$ cat src/rtl/rom_sma_pkg.sv
// Shared constants, types and the truth-table entry builder for the
// ROM-based sliced memory adder.
package rom_sma_pkg;

    localparam int NIB_W   = 4;
    localparam int ROM_LEN = 1 << (2 * NIB_W);

    // bit4 = slice carry out, bits3:0 = slice sum
    typedef logic [NIB_W:0] nib_sum_t;
    typedef nib_sum_t [ROM_LEN-1:0] rom_t;

    function automatic nib_sum_t build_entry(input logic [NIB_W-1:0] a,
                                             input logic [NIB_W-1:0] b,
                                             input logic             cin);
        return {1'b0, a} + {1'b0, b} + {{NIB_W{1'b0}}, cin};
    endfunction

    function automatic rom_t build_rom(input logic cin);
        rom_t t;
        for (int i = 0; i < ROM_LEN; i++) begin
            t[i] = build_entry(NIB_W'(i >> NIB_W), NIB_W'(i), cin);
        end
        return t;
    endfunction

endpackage

$ cat src/rtl/rom_sixteen_sma_adder_if.sv
// Operand/result bundle for the sliced memory adder; the adder is the slave.
interface rom_sixteen_sma_adder_if #(
    parameter int DATA_WIDTH = 8
);
    logic [DATA_WIDTH-1:0] a;
    logic [DATA_WIDTH-1:0] b;
    logic [DATA_WIDTH:0]   sum;

    modport master (output a, output b, input sum);
    modport slave  (input a, input b, output sum);
endinterface

$ cat src/rtl/rom_sma_nibble_rom.sv
// One 4-bit adder slice: two constant truth tables (carry-in 0 and 1)
// addressed by {a_nib,b_nib}, with the carry-in choosing between them.
module rom_sma_nibble_rom
    import rom_sma_pkg::*;
(
    input  logic [NIB_W-1:0] a_nib,
    input  logic [NIB_W-1:0] b_nib,
    input  logic             cin,
    output nib_sum_t         nib_sum
);

    localparam rom_t T0 = build_rom(1'b0);
    localparam rom_t T1 = build_rom(1'b1);

    logic [2*NIB_W-1:0] idx;

    assign idx     = {a_nib, b_nib};
    assign nib_sum = cin ? T1[idx] : T0[idx];

endmodule

$ cat src/rtl/rom_sixteen_sma_adder.sv
// Registered unsigned adder built from per-nibble ROM slices merged by
// carry-select; operands are registered on one edge, the sum on the next.
module rom_sixteen_sma_adder
    import rom_sma_pkg::*;
#(
    parameter int DATA_WIDTH = 8
) (
    input  logic                    clk,
    input  logic                    rst,
    rom_sixteen_sma_adder_if.slave  bus
);

    localparam int NSLICE = DATA_WIDTH / NIB_W;

    if ((DATA_WIDTH % NIB_W) != 0 || DATA_WIDTH < 4 || DATA_WIDTH > 32) begin : g_width_check
        $error("rom_sixteen_sma_adder: DATA_WIDTH=%0d must be a multiple of 4 in 4..32",
               DATA_WIDTH);
    end

    logic [DATA_WIDTH-1:0] a_reg;
    logic [DATA_WIDTH-1:0] b_reg;
    logic [DATA_WIDTH:0]   sum_reg;
    logic [DATA_WIDTH:0]   sum_next;
    logic [NSLICE:0]       carry;

    assign carry[0] = 1'b0;

    // Each slice picks its table from the previous slice's carry out.
    for (genvar i = 0; i < NSLICE; i++) begin : g_slice
        nib_sum_t slice_sum;

        rom_sma_nibble_rom u_rom (
            .a_nib   (a_reg[i*NIB_W +: NIB_W]),
            .b_nib   (b_reg[i*NIB_W +: NIB_W]),
            .cin     (carry[i]),
            .nib_sum (slice_sum)
        );

        assign sum_next[i*NIB_W +: NIB_W] = slice_sum[NIB_W-1:0];
        assign carry[i+1]                 = slice_sum[NIB_W];
    end

    assign sum_next[DATA_WIDTH] = carry[NSLICE];

    always_ff @(posedge clk or posedge rst) begin
        if (rst) begin
            a_reg   <= '0;
            b_reg   <= '0;
            sum_reg <= '0;
        end else begin
            a_reg   <= bus.a;
            b_reg   <= bus.b;
            sum_reg <= sum_next;
        end
    end

    assign bus.sum = sum_reg;

endmodule

$ cat src/flat_wrapper.sv
// flat-port wrapper written by rule: the top's interface ports become plain ports
module rom_sixteen_sma_adder_flat import rom_sma_pkg::*;
#(
    parameter int DATA_WIDTH = 8
)
  (clk, rst, bus_a, bus_b, bus_sum);
  rom_sixteen_sma_adder_if #(.DATA_WIDTH(DATA_WIDTH)) bus_i ();
  input  logic clk;
  input  logic rst;
  input wire logic [$bits(bus_i.a)-1:0] bus_a;
  input wire logic [$bits(bus_i.b)-1:0] bus_b;
  output wire logic [$bits(bus_i.sum)-1:0] bus_sum;
  assign bus_i.a = bus_a;
  assign bus_i.b = bus_b;
  assign bus_sum = bus_i.sum;
  rom_sixteen_sma_adder #(.DATA_WIDTH(DATA_WIDTH)) u_core (.clk(clk), .rst(rst), .bus(bus_i));
endmodule
$ cat config.mk
export PLATFORM = sky130hd
export DESIGN_NAME = rom_sixteen_sma_adder_flat
export DESIGN_NICKNAME = d
export VERILOG_FILES = /design/src/rtl/rom_sma_pkg.sv /design/src/rtl/rom_sixteen_sma_adder_if.sv /design/src/rtl/rom_sma_nibble_rom.sv /design/src/rtl/rom_sixteen_sma_adder.sv /design/src/flat_wrapper.sv
export SDC_FILE = /design/constraint.sdc
export NUM_CORES = 1
export LEC_CHECK = 0
export CORE_UTILIZATION = 55
export DETAILED_ROUTE_END_ITERATION = 7
export PLACE_DENSITY = 0.78
export SKIP_LAST_GASP = 1
export SLEW_MARGIN = 20
export SYNTH_ARGS = -nofsm -noshare
export SYNTH_HDL_FRONTEND = slang
export SYNTH_SLANG_ARGS = --single-unit
$ cat constraint.sdc
create_clock -name clk -period 4 [get_ports clk]
set_input_delay 0.8 -clock clk [delete_from_list [all_inputs] [get_ports clk]]
set_output_delay 0.8 -clock clk [all_outputs]
set_load 0.1 [all_outputs]
# Word-level counts from Yosys, hierarchy flattened

Memory sizes are Yosys's and may differ from the RTL's.
Index checks and enable logic that the tools add are counted.

$lt $le $gt $ge: 2
Muxes and demuxes: 4

Operators by type and width:

| operator                                                                     | count |
|---|---|
| 5-bit 2-to-1 mux                                                             | 4 |
| 8-bit by 9-bit less-than comparator with 1-bit output, second input constant | 2 |

Flip-flop bits (word level): 25
ROM bits: 3840
Bits of input ports: 18
Memories kept: 3

Memory list:

| memory           | depth | bits a word | rd ports | clocked after Yosys merged registers in | write ports | RTL line                 | text |
|---|---|---|---|---|---|---|---|
| (name not given) | 256   | 5           | 1        | 0                                       | 0           | rom_sma_nibble_rom.sv:18 | `assign nib_sum = cin ? T1[idx] : T0[idx];` |
| (name not given) | 256   | 5           | 1        | 0                                       | 0           | rom_sma_nibble_rom.sv:18 |  |
| (name not given) | 256   | 5           | 1        | 0                                       | 0           | rom_sma_nibble_rom.sv:18 |  |

# Logic depth before layout (Yosys ltp)

Depth after elaboration: 3
Mapped depth: 9

# By module

A second synthesis with hierarchy kept.

Cell total of the unflattened synthesis: 335
Area total of the unflattened synthesis: 2775.2 µm²

Modules (own cells, without submodules):

| module                | times used | cells each | area each (µm²) | sequential area each (µm²) |
|---|---|---|---|---|
| rom_sma_nibble_rom    | 2          | 154        | 1071.0          | 0.0 |
| rom_sixteen_sma_adder | 1          | 27         | 633.1           | 625.6 |

# Worst setup path after synthesis

Ideal clock, no wire load.

Kind: reg-to-reg
Start: register u_core.b_reg[5]
End: register u_core.sum_reg[7], in the netlist u_core.bus.sum[7]
Library setup time: 128 ps
Arrival time: 1872 ps
Required time: 3872 ps
Setup slack: 1999 ps
Cell stages (with the launch flop): 10
Clock period less this slack: 2001 ps
Path through: dfrtp_1 -> inv_1 -> ha_1 -> buf_2 -> nor3b_1 -> nor2_1 -> a311o_1 -> o21ai_0 -> mux4_2 -> mux2i_1

Cells in the longest elaborated chain, start to end: 3
Elaborated cells on any way between the ends: 5
Classes of those cells: 3 x mux; 2 x memory

Ends and longest elaborated chain:

| item                                   | RTL line                    | text |
|---|---|---|
| start: declaration                     | rom_sixteen_sma_adder.sv:21 | `logic [DATA_WIDTH-1:0] b_reg;` |
| start signal: assignment               | rom_sixteen_sma_adder.sv:52 | `b_reg <= bus.b;` |
| memory read 256 x 5 bit                | n/a                         |  |
| 5-bit 2-to-1 mux (implied by the code) | rom_sma_nibble_rom.sv:18    |  |
| 5-bit 2-to-1 mux *                     | rom_sma_nibble_rom.sv:18    |  |
| via u_core.g_slice[1].slice_sum[3]     | rom_sixteen_sma_adder.sv:30 | `nib_sum_t slice_sum;` |
| end signal: assignment                 | rom_sixteen_sma_adder.sv:53 | `sum_reg <= sum_next;` |
| end: declaration                       | rom_sixteen_sma_adder.sv:22 | `logic [DATA_WIDTH:0] sum_reg;` |

Mark *: on every way through the listed nets, which the timed path passes. The rest lies on a longest branch. The select of a mux whose other input is x is not followed.

# Worst setup path in the final report

Start: register u_core.b_reg[7]
End: register u_core.sum_reg[7], in the netlist u_core.bus.sum[7]

The elaborated chain is that of the path after synthesis.

==> metrics <==
Routed Wire Length=5090 um; CP endpoint kind=register; post-CTS setup buffer count=0; vias in the first global route=1717; WP data required=4.21 ns; Worst Tran Pin Value=0.976 ns; clk_skew=0.00703 ns; sequential element share of the synthesized area=26.4%; r2r endpoint=u_core.bus.sum[7]$_DFF_PP0_; asr flop ratio synth=100%; Mapped Cells=279; Antenna diodes=0; CTS Root Cell=clkbuf_8; layout overhead on the synthesized area=11.5%; FMAX=388 MHz; predominant post-synthesis flop cell=dfrtp_1; core area=0.00406 sq mm; Power Dens Cells=299 mW/mm^2; grt ovf=0; Total GRT Usage=23.7%; Worst path slowest cell=dfrtp_1; CP Launch Type=register; worst path cell trace=inv_2 -> ha_1 -> nor2b_1 -> a311oi_1 -> nor3_1 -> a31oi_1 -> a22oi_1 -> mux2i_1; placed insts=333; max-cap violations=0; I/O pins=27; worst skew pair latency=0.28 ns; routability cong.=0.926; Mean Syn Cell Area=8.49 sq um; setup_tns=0 ns; fin crit period=2.58 ns; FP Rows=23; Crit Path Class=register to register; most frequent cells in the layout=clkdlybuf4s50_1, dfrtp_1, a21oi_1; Peak VDD IR=0.212 mV; synthesized area=0.00237 sq mm; share of post-route cells with drive strength above 1=5.92%; Pleak=1.09 nW; Via-to-Cell Ratio=6.30; DRT iter0 DRCs=198; Synth top area share=26.4%; Vias=2122; R2R cell count=8; Die ar.=0.00457 sq mm; first-pass GRT wire length=8110 um; Buffers on Ports=26; hold buffers post-CTS=0; post-route insts no fill=337; Reg2Reg Launch Point=u_core.b_reg[7]$_DFF_PP0_; hold slack=0.572 ns; Critical Path Fanout Max=31; Hold Path Class=register to register; Yosys top cell by area=dfrtp_1; top cells by area, synth=dfrtp_1, ha_1, a21oi_1, o21ai_0, mux4_2; Starting Density=58.4%; Post-DP HPWL=3640 um; Avg WL per Cell=15.1 um; Worst Setup SP=u_core.b_reg[7]$_DFF_PP0_; 1st-pass router iterations=5; final period utilization=64.5%; CTS tree=done; post-synthesis register bit count=25; commonest non-fill, non-tap cell in the layout=clkdlybuf4s50_1; final antenna-violating net count=0; Final Hold Vio Count=0; Critical Path End=u_core.bus.sum[7]$_DFF_PP0_; Die W=67.6 um; DRC Markers=0; Worst Path Arrival=2.79 ns; clock-pin transition on the worst setup and hold timing paths=0.09 ns; unrepaired setup endpoints after global routing=no; status=finished clean; Post-synth EDFFs=0; Slew HR=34.7%; clock sinks=25; Worst path max stage delay=0.96 ns; pin count of the biggest net entering global routing=33; max FFs per register=9; R2R Setup Slk=1.42 ns; clk buf depth=2; Post-CTS Resized=0; fin. max-slew vios=0; Die Y=67.6 um; H-tree lvl count=1; initial antenna violation count=0; post-synth cell types=62; Warnings, synthesis=0; total CTS buffers=3; nets@finish=326; Net Count, Synth=317; setup violators final=0
[final cells by class]
class | count | area (sq um)
clock inverter | 1 | 8.76
sequential | 25 | 626
multi-input combinational | 213 | 1560
fill | 326 | 1420
timing repair buffer | 28 | 275
inverter | 17 | 63.8
tap | 50 | 62.6
clock buffer | 3 | 41.3
[synthesized netlist by cell type (all sizes together) (4+ instances only)]
master,instances
maj3,4
xnor2,5
ha,20
a211o,4
nor3,10
nand3,7
nand2b,11
mux4,4
a21oi,21
a211oi,5
nor2,7
dfrtp,25
buf,14
a31oi,7
nor2b,5
o21ai,22
inv,17
nand2,19
clkbuf,10
mux2i,6
[stage by stage]
stage | utilization (%) | worst slack [ns] | power (W) | instance area, sq um
CTS | 65.1 | 1.45 | 0.000793 | 2640
global placement | 63.8 | 1.58 | 0.000633 | 2590
finish | 65.1 | 1.42 | 0.000790 | 2640
global route | 65.1 | 1.21 | 0.000835 | 2640
detailed placement | 63.8 | 1.52 | 0.000636 | 2590
floorplan | - | 2.00 | 0.000560 | 2370
[worst max-delay path, delay by kind of cell (launching register included)]
family | cells | cell delay [ns]
buffers and inverters | 1 | 0.23
adder cells (fa/ha/maj) | 1 | 0.40
AO/OA/AOI/OAI | 3 | 0.55
AND/OR/NAND/NOR | 2 | 0.22
flip-flops | 1 | 0.96
multiplexers | 1 | 0.14
[where the power goes]
part	switching (W)	leakage [nW]	internal (W)
logic	0.000212	0.771	0.000115
clock network	0.0000829	0.0261	0.0000731
registers	0.0000319	0.292	0.000275
total	0.000327	1.09	0.000463
[cell families after synthesis]
group / count (synthesis) / share of synthesized area [%]
flip-flops: 25 / 26.4
AO/OA/AOI/OAI: 93 / 26.4
adder cells (fa/ha/maj): 24 / 12.3
multiplexers: 10 / 6.34
AND/OR/NAND/NOR: 78 / 18.1
buffers and inverters: 41 / 7.61
XOR/XNOR: 8 / 2.96
[how the worst min path moves through the flow]
stage | slack (ns) | from | depth (start not counted) | end
2_1_floorplan | 0.49 | u_core.b_reg[0]$_DFF_PP0_ | 1 | u_core.bus.sum[0]$_DFF_PP0_
3_3_place_gp | 0.53 | u_core.b_reg[0]$_DFF_PP0_ | 1 | u_core.bus.sum[0]$_DFF_PP0_
3_5_place_dp | 0.56 | u_core.b_reg[0]$_DFF_PP0_ | 1 | u_core.bus.sum[0]$_DFF_PP0_
4_1_cts | 0.57 | u_core.b_reg[0]$_DFF_PP0_ | 1 | u_core.bus.sum[0]$_DFF_PP0_
5_1_grt | 0.61 | u_core.b_reg[0]$_DFF_PP0_ | 1 | u_core.bus.sum[0]$_DFF_PP0_
6_report | 0.57 | u_core.b_reg[0]$_DFF_PP0_ | 1 | u_core.bus.sum[0]$_DFF_PP0_
[per-layer routing]
metal,track usage [%],up-vias,routed length [um]
met5,0,-,0
met4,5.85,0,53
met3,5.91,8,358
met2,35.0,96,2250
met1,34.1,976,2430
li1,-,1042,-
(Power assumes the default switching activity.)
